[src/rtl/uart_pkg.sv]
// Shared UART definitions: FSM state encodings and 8N1 frame constants,
// common to uart_tx and uart_rx.
package uart_pkg;

   typedef logic [2:0] uart_state_t;

   localparam uart_state_t IDLE      = 3'd0;
   localparam uart_state_t START     = 3'd1;
   localparam uart_state_t DATA      = 3'd2;
   localparam uart_state_t STOP      = 3'd3;
   localparam uart_state_t WAIT_HIGH = 3'd4;

   localparam int   FRAME_DATA_BITS = 8;
   localparam logic UART_IDLE_LEVEL = 1'b1;

endpackage

[src/rtl/uart_sync.sv]
// Two-flop synchronizer for an asynchronous serial pad input; both flops
// reset to the line idle level so no false start bit appears after reset.
module uart_sync
   import uart_pkg::*;
(
   input  logic clk,
   input  logic rst,
   input  logic d,
   output logic q
);

   logic meta;

   // NOTE: non-blocking assignments make meta -> q a genuine two-stage shift;
   // blocking ones would collapse both flops into one.
   always_ff @(posedge clk) begin
      if (rst) begin
         meta <= UART_IDLE_LEVEL;
         q    <= UART_IDLE_LEVEL;
      end else begin
         meta <= d;
         q    <= meta;
      end
   end

endmodule

[src/rtl/uart_rx.sv]
// 8N1 UART receiver sampling each bit at its midpoint, with one-cycle
// valid/error pulses and a running byte checksum.
// Define UART_RX_SYNC_EN to insert a two-flop synchronizer on rx.
module uart_rx
   import uart_pkg::*;
#(
   parameter int clocks_per_bit = 4
) (
   input  logic        clk,
   input  logic        rst,
   input  logic        rx,
   output logic [7:0]  out_data,
   output logic        out_valid,
   output logic        out_error,
   output logic [31:0] out_sum
);

   localparam int             CW       = $clog2(clocks_per_bit);
   localparam logic [CW-1:0]  HALF_BIT = CW'(clocks_per_bit / 2 - 1);
   localparam logic [CW-1:0]  FULL_BIT = CW'(clocks_per_bit - 1);
   localparam logic [3:0]     LAST_BIT = 4'(FRAME_DATA_BITS - 1);

   logic                       rxs;
   uart_state_t                state;
   logic [CW-1:0]              cycle_count;
   logic [3:0]                 bit_count;
   logic [FRAME_DATA_BITS-1:0] shift;

`ifdef UART_RX_SYNC_EN
   uart_sync u_sync (
      .clk (clk),
      .rst (rst),
      .d   (rx),
      .q   (rxs)
   );
`else
   assign rxs = rx;
`endif

   always_ff @(posedge clk) begin
      if (rst) begin
         state       <= IDLE;
         cycle_count <= '0;
         bit_count   <= '0;
         shift       <= '0;
         out_data    <= '0;
         out_valid   <= 1'b0;
         out_error   <= 1'b0;
         out_sum     <= '0;
      end else begin
         out_valid <= 1'b0;
         out_error <= 1'b0;
         case (state)
            IDLE: begin
               if (rxs != UART_IDLE_LEVEL) begin
                  state       <= START;
                  cycle_count <= HALF_BIT;
               end
            end
            START: begin
               // A start bit that is gone by its midpoint is treated as a glitch.
               if (cycle_count != '0) begin
                  cycle_count <= cycle_count - CW'(1);
               end else if (rxs != UART_IDLE_LEVEL) begin
                  state       <= DATA;
                  cycle_count <= FULL_BIT;
                  bit_count   <= '0;
               end else begin
                  state <= IDLE;
               end
            end
            DATA: begin
               if (cycle_count != '0) begin
                  cycle_count <= cycle_count - CW'(1);
               end else begin
                  shift       <= {rxs, shift[FRAME_DATA_BITS-1:1]};
                  bit_count   <= bit_count + 4'd1;
                  cycle_count <= FULL_BIT;
                  if (bit_count == LAST_BIT) begin
                     state <= STOP;
                  end
               end
            end
            STOP: begin
               if (cycle_count != '0) begin
                  cycle_count <= cycle_count - CW'(1);
               end else if (rxs == UART_IDLE_LEVEL) begin
                  out_data  <= shift;
                  out_valid <= 1'b1;
                  out_sum   <= out_sum + 32'(shift);
                  state     <= IDLE;
               end else begin
                  out_error <= 1'b1;
                  state     <= WAIT_HIGH;
               end
            end
            WAIT_HIGH: begin
               // A break or stuck-low line must return high before a new frame is accepted.
               if (rxs == UART_IDLE_LEVEL) begin
                  state <= IDLE;
               end
            end
            default: state <= IDLE;
         endcase
      end
   end

endmodule

[config.mk]
export PLATFORM = sky130hd
export DESIGN_NAME = uart_rx
export DESIGN_NICKNAME = d
export VERILOG_FILES = /design/src/rtl/uart_pkg.sv /design/src/rtl/uart_sync.sv /design/src/rtl/uart_rx.sv
export SDC_FILE = /design/constraint.sdc
export NUM_CORES = 1
export LEC_CHECK = 0
export ABC_AREA = 1
export CAP_MARGIN = 25
export CORE_ASPECT_RATIO = 0.75
export CORE_MARGIN = 4
export CORE_UTILIZATION = 35
export CTS_CLUSTER_SIZE = 20
export DETAILED_ROUTE_END_ITERATION = 8
export PLACE_DENSITY = 0.65
export SETUP_SLACK_MARGIN = 0.1
export SYNTH_ARGS = -nofsm -noshare
export SYNTH_HDL_FRONTEND = slang
export SYNTH_SLANG_ARGS = --single-unit
[constraint.sdc]
create_clock -name clk -period 2.55 [get_ports clk]
set_input_delay 0.51 -clock clk [delete_from_list [all_inputs] [get_ports clk]]
set_output_delay 0.51 -clock clk [all_outputs]
set_load 0.01 [all_outputs]
======== Yosys cells after proc, flatten, opt, wreduce, memory -nomap -nowiden ========
Index checks and enable logic that the tools add are counted.
storage, ports and cells
  word-level logic and storage cells ...... 58
  output and inout port bits .............. 42
  bits in registers ....................... 59
operators by class
  bitwise operators ....................... 2
  equality and inequality tests ........... 14
  reductions and logical operators ........ 10
  multiplexer cells ....................... 21
  $add $sub $neg .......................... 3
operators by type and width
  cell                                                                   count
  32-bit by 8-bit adder with 32-bit output                               1
  3-bit two-way mux                                                      7
  2-bit inequality test, second input constant                           8
  3-bit case mux with 5 select lines                                     1
  2-bit two-way mux                                                      6
  4-bit two-way mux                                                      3
  2-bit case mux with 4 select lines                                     1
  4-bit case mux with 2 select lines                                     1
  4-bit AND reduction                                                    2
  3-bit by 2-bit equality test with 1-bit output, second input constant  2
  6-bit AND reduction                                                    1
  4-bit by 1-bit adder with 4-bit output, second input constant          1
  4-bit by 3-bit equality test with 1-bit output, second input constant  1
  2-bit nonzero test                                                     2
  4-bit nonzero test                                                     1
  3-bit by 1-bit equality test with 1-bit output, second input constant  1
  3-bit equality test, second input constant                             1
  3-bit logical NOT                                                      1
  3-bit inequality test, second input constant                           1
  3-bit AND reduction                                                    1
  3-bit OR reduction                                                     1
  1-bit two-way mux                                                      2
  1-bit NOT                                                              2
  2-bit AND reduction                                                    1
  2-bit by 1-bit subtractor with 2-bit output, second input constant     1

======== Longest topological paths before layout ========
  depth after elaboration ................. 4
  gate-level depth with buffers ........... 13
  mapped depth without buffers ............ 13

======== Least setup slack after synthesis ========
Ideal clock, no wire load.
  path kind ............................... flip-flop to flip-flop
  start point ............................. reg out_sum[0]
  end point ............................... reg out_sum[10]
  setup slack ............................. 0.764 ns
  setup time .............................. 0.113 ns
  path buffers ............................ 0
  stages on the path, launching flop included .. 13
  arrival time ............................ 1.673 ns
  required time ........................... 2.437 ns
  cell sequence ........................... dfxtp_1 -> ha_1 -> fa_1 -> nand2_1 -> nand2_1 -> nand3b_1 -> nand2_1 -> nand2_1 -> nand2_1 -> nand2_1 -> inv_1 -> nor2_1 -> nor2_1
on the way
  cells in the longest elaborated chain, start to end .. 1
ends and longest elaborated chain
  element                                   RTL line       source
  start, declared                           uart_rx.sv:15  output logic [31:0] out_sum
  start signal, assigned                    uart_rx.sv:90  out_sum <= out_sum + 32'(shift);
  32-bit by 8-bit adder with 32-bit output  uart_rx.sv:90
No other way between the ends.
A chain may end at the register's enable or synchronous reset.

======== Final worst setup path ========
Same ends and word-level chain as after synthesis.

==> PnR_summary.wiki <==
{| class="wikitable"
! Metric !! Value
|-
| Area enclosed by the die boundary || around 11000 µm²
|-
| Remaining number of nets flagged by the antenna check after routing || 0
|-
| Effective utilization at floorplan || 37.0%
|-
| Resized Gates After CTS || 0
|-
| CTS tree || built
|-
| Highest-count cells in the layout ignoring fill and taps || nand2_1, nor2_1, dfxtp_1
|-
| Cell internal pwr || 1.82 mW
|-
| Proportion of power drawn by combinational gates || between 10 and 15%
|-
| Global router's overall resource usage || 15.3%
|-
| Number of remaining DRC errors || 0
|-
| Worst-margin pin slew || 461 ps
|-
| Routed length per instance || about 12 µm
|-
| Classification of the worst-slack hold path || register to register
|-
| Reported leakage power || 1.78 nW
|-
| Final instance count without filler cells || approximately 650
|-
| Clock tree root buffer cell || clkbuf_16
|-
| Library cells used by synthesis || 34
|-
| Cell count after placement || between 600 and 700
|-
| Power dissipated by switching net loads || 0.642 mW
|-
| Placeable core area || 8670 µm²
|-
| Dpl cell area || 3750 µm²
|-
| Worst reg2reg setup slack || 470 ps
|-
| TritonCTS sink count || 59
|-
| Cell area after synthesis || 3210 µm²
|-
| Input/output buffers || 44
|-
| Ys flop type || dfxtp_1
|-
| Detailed placer's ending HPWL || 6040 µm
|-
| Later-pin clock latency in the skew report || roughly 330 ps
|-
| Mean instance size in the synthesized netlist || about 6.6 µm²
|-
| Most common library cell in the layout ignoring fill and taps || nand2_1
|-
| Final clock period utilization by the worst path || around 82%
|-
| Worst hold path stage count || 2
|-
| Number of synthesized register bits || a little under 60
|-
| Total overflow reported by the global router || 0
|-
| Proportion of total power due to net switching || about a quarter
|-
| Total wire length after detailed routing || roughly 8000 µm
|-
| Die height || a little over 90 µm
|-
| Number of H-tree branching levels || 3
|-
| Buffer count from post-CTS setup fixing || 0
|-
| Reg clk slew, reported paths || approximately 50 ps
|-
| Chip width || about 120 µm
|-
| Cell Rows || 29
|-
| RSZ-0062 raised after global routing || false
|-
| Cell area power density || roughly 610 nW/µm²
|-
| Peak ir drop on the vdd network || about 0.00031 V
|-
| Max-capacitance violation count || 0
|-
| Net count, final || 549
|-
| Data required time at the worst endpoint || around 2800 ps
|-
| Kind of critical path || register to register
|-
| Starting DRC count in detailed routing || 185
|-
| Count of fill cells added during filler insertion || between 800 and 900
|-
| Reg2Reg Capture Point || out_sum[10]$_SDFFE_PP0P_
|-
| Antenna violations before repair || 0
|-
| Final sum of negative setup slack || 0 ps
|-
| Number of warnings printed during yosys synthesis || 0
|-
| Nature of the critical path endpoint || register
|-
| Hold Startpoint || bit_count[3]$_SDFFE_PP0P_
|-
| Final setup fails || 0
|-
| Post-synth ARST share || 0%
|-
| Via count of the first global-routing pass || between 2000 and 3000
|-
| Peak clock frequency supported by timing || 481 MHz
|-
| Share of the yosys chip area belonging to registers || between 30% and 40%
|-
| Post-layout util || between 40% and 50%
|-
| Endpoint of the worst hold-timing path || bit_count[3]$_SDFFE_PP0P_
|-
| Count of TritonRoute iterations in the first routing pass || 4
|-
| Worst Reg-to-Reg Cells || 13
|-
| Diode insertion count for antenna repair || 0
|-
| TritonCTS buffer count || 9
|-
| Seq pwr share || about two fifths
|-
| Mean number of vias per cell || roughly 4.8
|-
| Setup skew after layout || about 5.4 ps
|-
| Run status || finished clean
|-
| Worst slew margin relative to its limit || roughly 69%
|-
| Net Count, Synth || between 500 and 600
|-
| Post-synth EDFFs || 0
|-
| Synth-to-Final Area Change || 25.8%
|-
| Maximum fanout along the worst path || 7
|-
| Crit path DAT || between 2000 and 2500 ps
|-
| Critical path launch point type || register
|-
| Minimum clock period || ~2100 ps
|-
| Final cell area excluding filler cells || 4030 µm²
|-
| Buffer levels on the longest clock path || 2
|-
| Global-route wire length before repair || 13300 µm
|-
| Smallest hold slack || 475 ps
|-
| Clk pwr share || a little under half
|-
| Final Hold Fails || 0
|-
| Layout cells sized above 1 || 6.31%
|-
| Io pins || 45
|-
| RePlAce Congestion || about 0.9
|-
| Pin count of the biggest net entering global routing || 47
|-
| Number of buffers added to fix hold violations after cts || 0
|-
| Final Max Slew Viols || 0
|-
| Total vias in the final route || between 3000 and 4000
|-
| Gate Count Post-Synth || about 490
|-
| Worst r2r src || out_sum[0]$_SDFFE_PP0P_
|}
[worst max-delay path, stage by stage (launching register included)]
cell and delay, ps:
dfxtp_1 320, ha_1 260, fa_1 430, nand2_1 100
nand2_1 90, nand3b_1 100, nand2_1 100, nand2_1 70
nand2_1 170, nand2_1 140, inv_1 60, nand2_1 50
nand2_1 40, nor2_1 90
[layout make-up]
class | count | area [µm²] | share of cell area [%]
Multi-Input combinational cell | 360 | 1750 | 43.4
Timing Repair Buffer | 48 | 470 | 11.7
Tap cell | 108 | 135 | 3.35
Inverter | 57 | 214 | 5.31
Clock inverter | 2 | 10.0 | 0.248
Clock buffer | 13 | 270 | 6.70
Sequential cell | 59 | 1180 | 29.3
[power groups by stage]
| stage | registers [mW] | clock network [mW] | logic [mW] |
|---|---|---|---|
| final | 1.01 | 1.12 | 0.331 |
| after global routing | 1.01 | 1.20 | 0.381 |
| after CTS | 1.01 | 1.15 | 0.334 |
| after detailed placement | 1.03 | 0 | 0.332 |
| after global placement | 1.02 | 0 | 0.318 |
| after floorplan | 1.02 | 0 | 0.250 |
[worst max-delay path by stage]
stage	startpoint	to	slack, ps	cells after the start
3_5_place_dp	rx	out_sum[28]$_SDFFE_PP0P_	240	10
3_3_place_gp	rx	out_sum[28]$_SDFFE_PP0P_	310	10
6_report	out_sum[0]$_SDFFE_PP0P_	out_sum[10]$_SDFFE_PP0P_	470	13
5_1_grt	out_sum[0]$_SDFFE_PP0P_	out_sum[10]$_SDFFE_PP0P_	310	13
2_1_floorplan	out_sum[0]$_SDFFE_PP0P_	out_sum[10]$_SDFFE_PP0P_	760	12
4_1_cts	out_sum[0]$_SDFFE_PP0P_	out_sum[10]$_SDFFE_PP0P_	490	13
[sequential cells by signal, summed over array words and instances, names as in the netlist]
| name | flops |
|---|---|
| out_sum | 32 |
| out_data | 8 |
| shift | 8 |
| bit_count | 4 |
| state | 3 |
| cycle_count | 2 |
| out_error | 1 |
| out_valid | 1 |
[routing by layer]
metal | GRT usage [%] | part of all wire [%] | vias to the layer above | wire length, µm
li1 | - | - | 1656 | -
met1 | 21.0 | 51 | 1375 | 4130
met2 | 22.1 | 41 | 63 | 3350
met3 | 5.20 | 5.9 | 10 | 475
met4 | 5.88 | 1.6 | 0 | 127
met5 | 0 | 0 | - | 0
[cell families after synthesis]
group,Yosys count,synth area share (%)
compound gates,69,11.0
flops,59,36.8
buf+inv,68,8.55
simple gates,274,37.4
fa+ha+maj,11,4.53
xor+xnor,6,1.64
[cell usage after synthesis, types with 2 or more instances]
cell type / count / area (µm²)
ha_1: 10 / 125
nand3_1: 39 / 195
dfxtp_1: 59 / 1180
nor3_1: 6 / 30.0
buf_2: 3 / 15.0
inv_1: 54 / 203
nor2_1: 95 / 357
nand3_2: 3 / 30.0
xor2_1: 2 / 17.5
nor3_2: 3 / 30.0
clkbuf_1: 5 / 18.8
nand2_1: 110 / 413
a21oi_1: 35 / 175
nor2_4: 2 / 22.5
nand4_1: 7 / 43.8
xnor2_1: 4 / 35.0
buf_4: 2 / 15.0
o21ai_0: 31 / 155
inv_2: 2 / 7.51
[per-stage QoR]
step	power [mW]	setup WS, ps
global route	2.60	315
CTS	2.49	485
detailed placement	1.36	243
floorplan	1.27	764
global placement	1.34	309
finish	2.46	469
No activity file was read; power rests on OpenSTA's default activity.
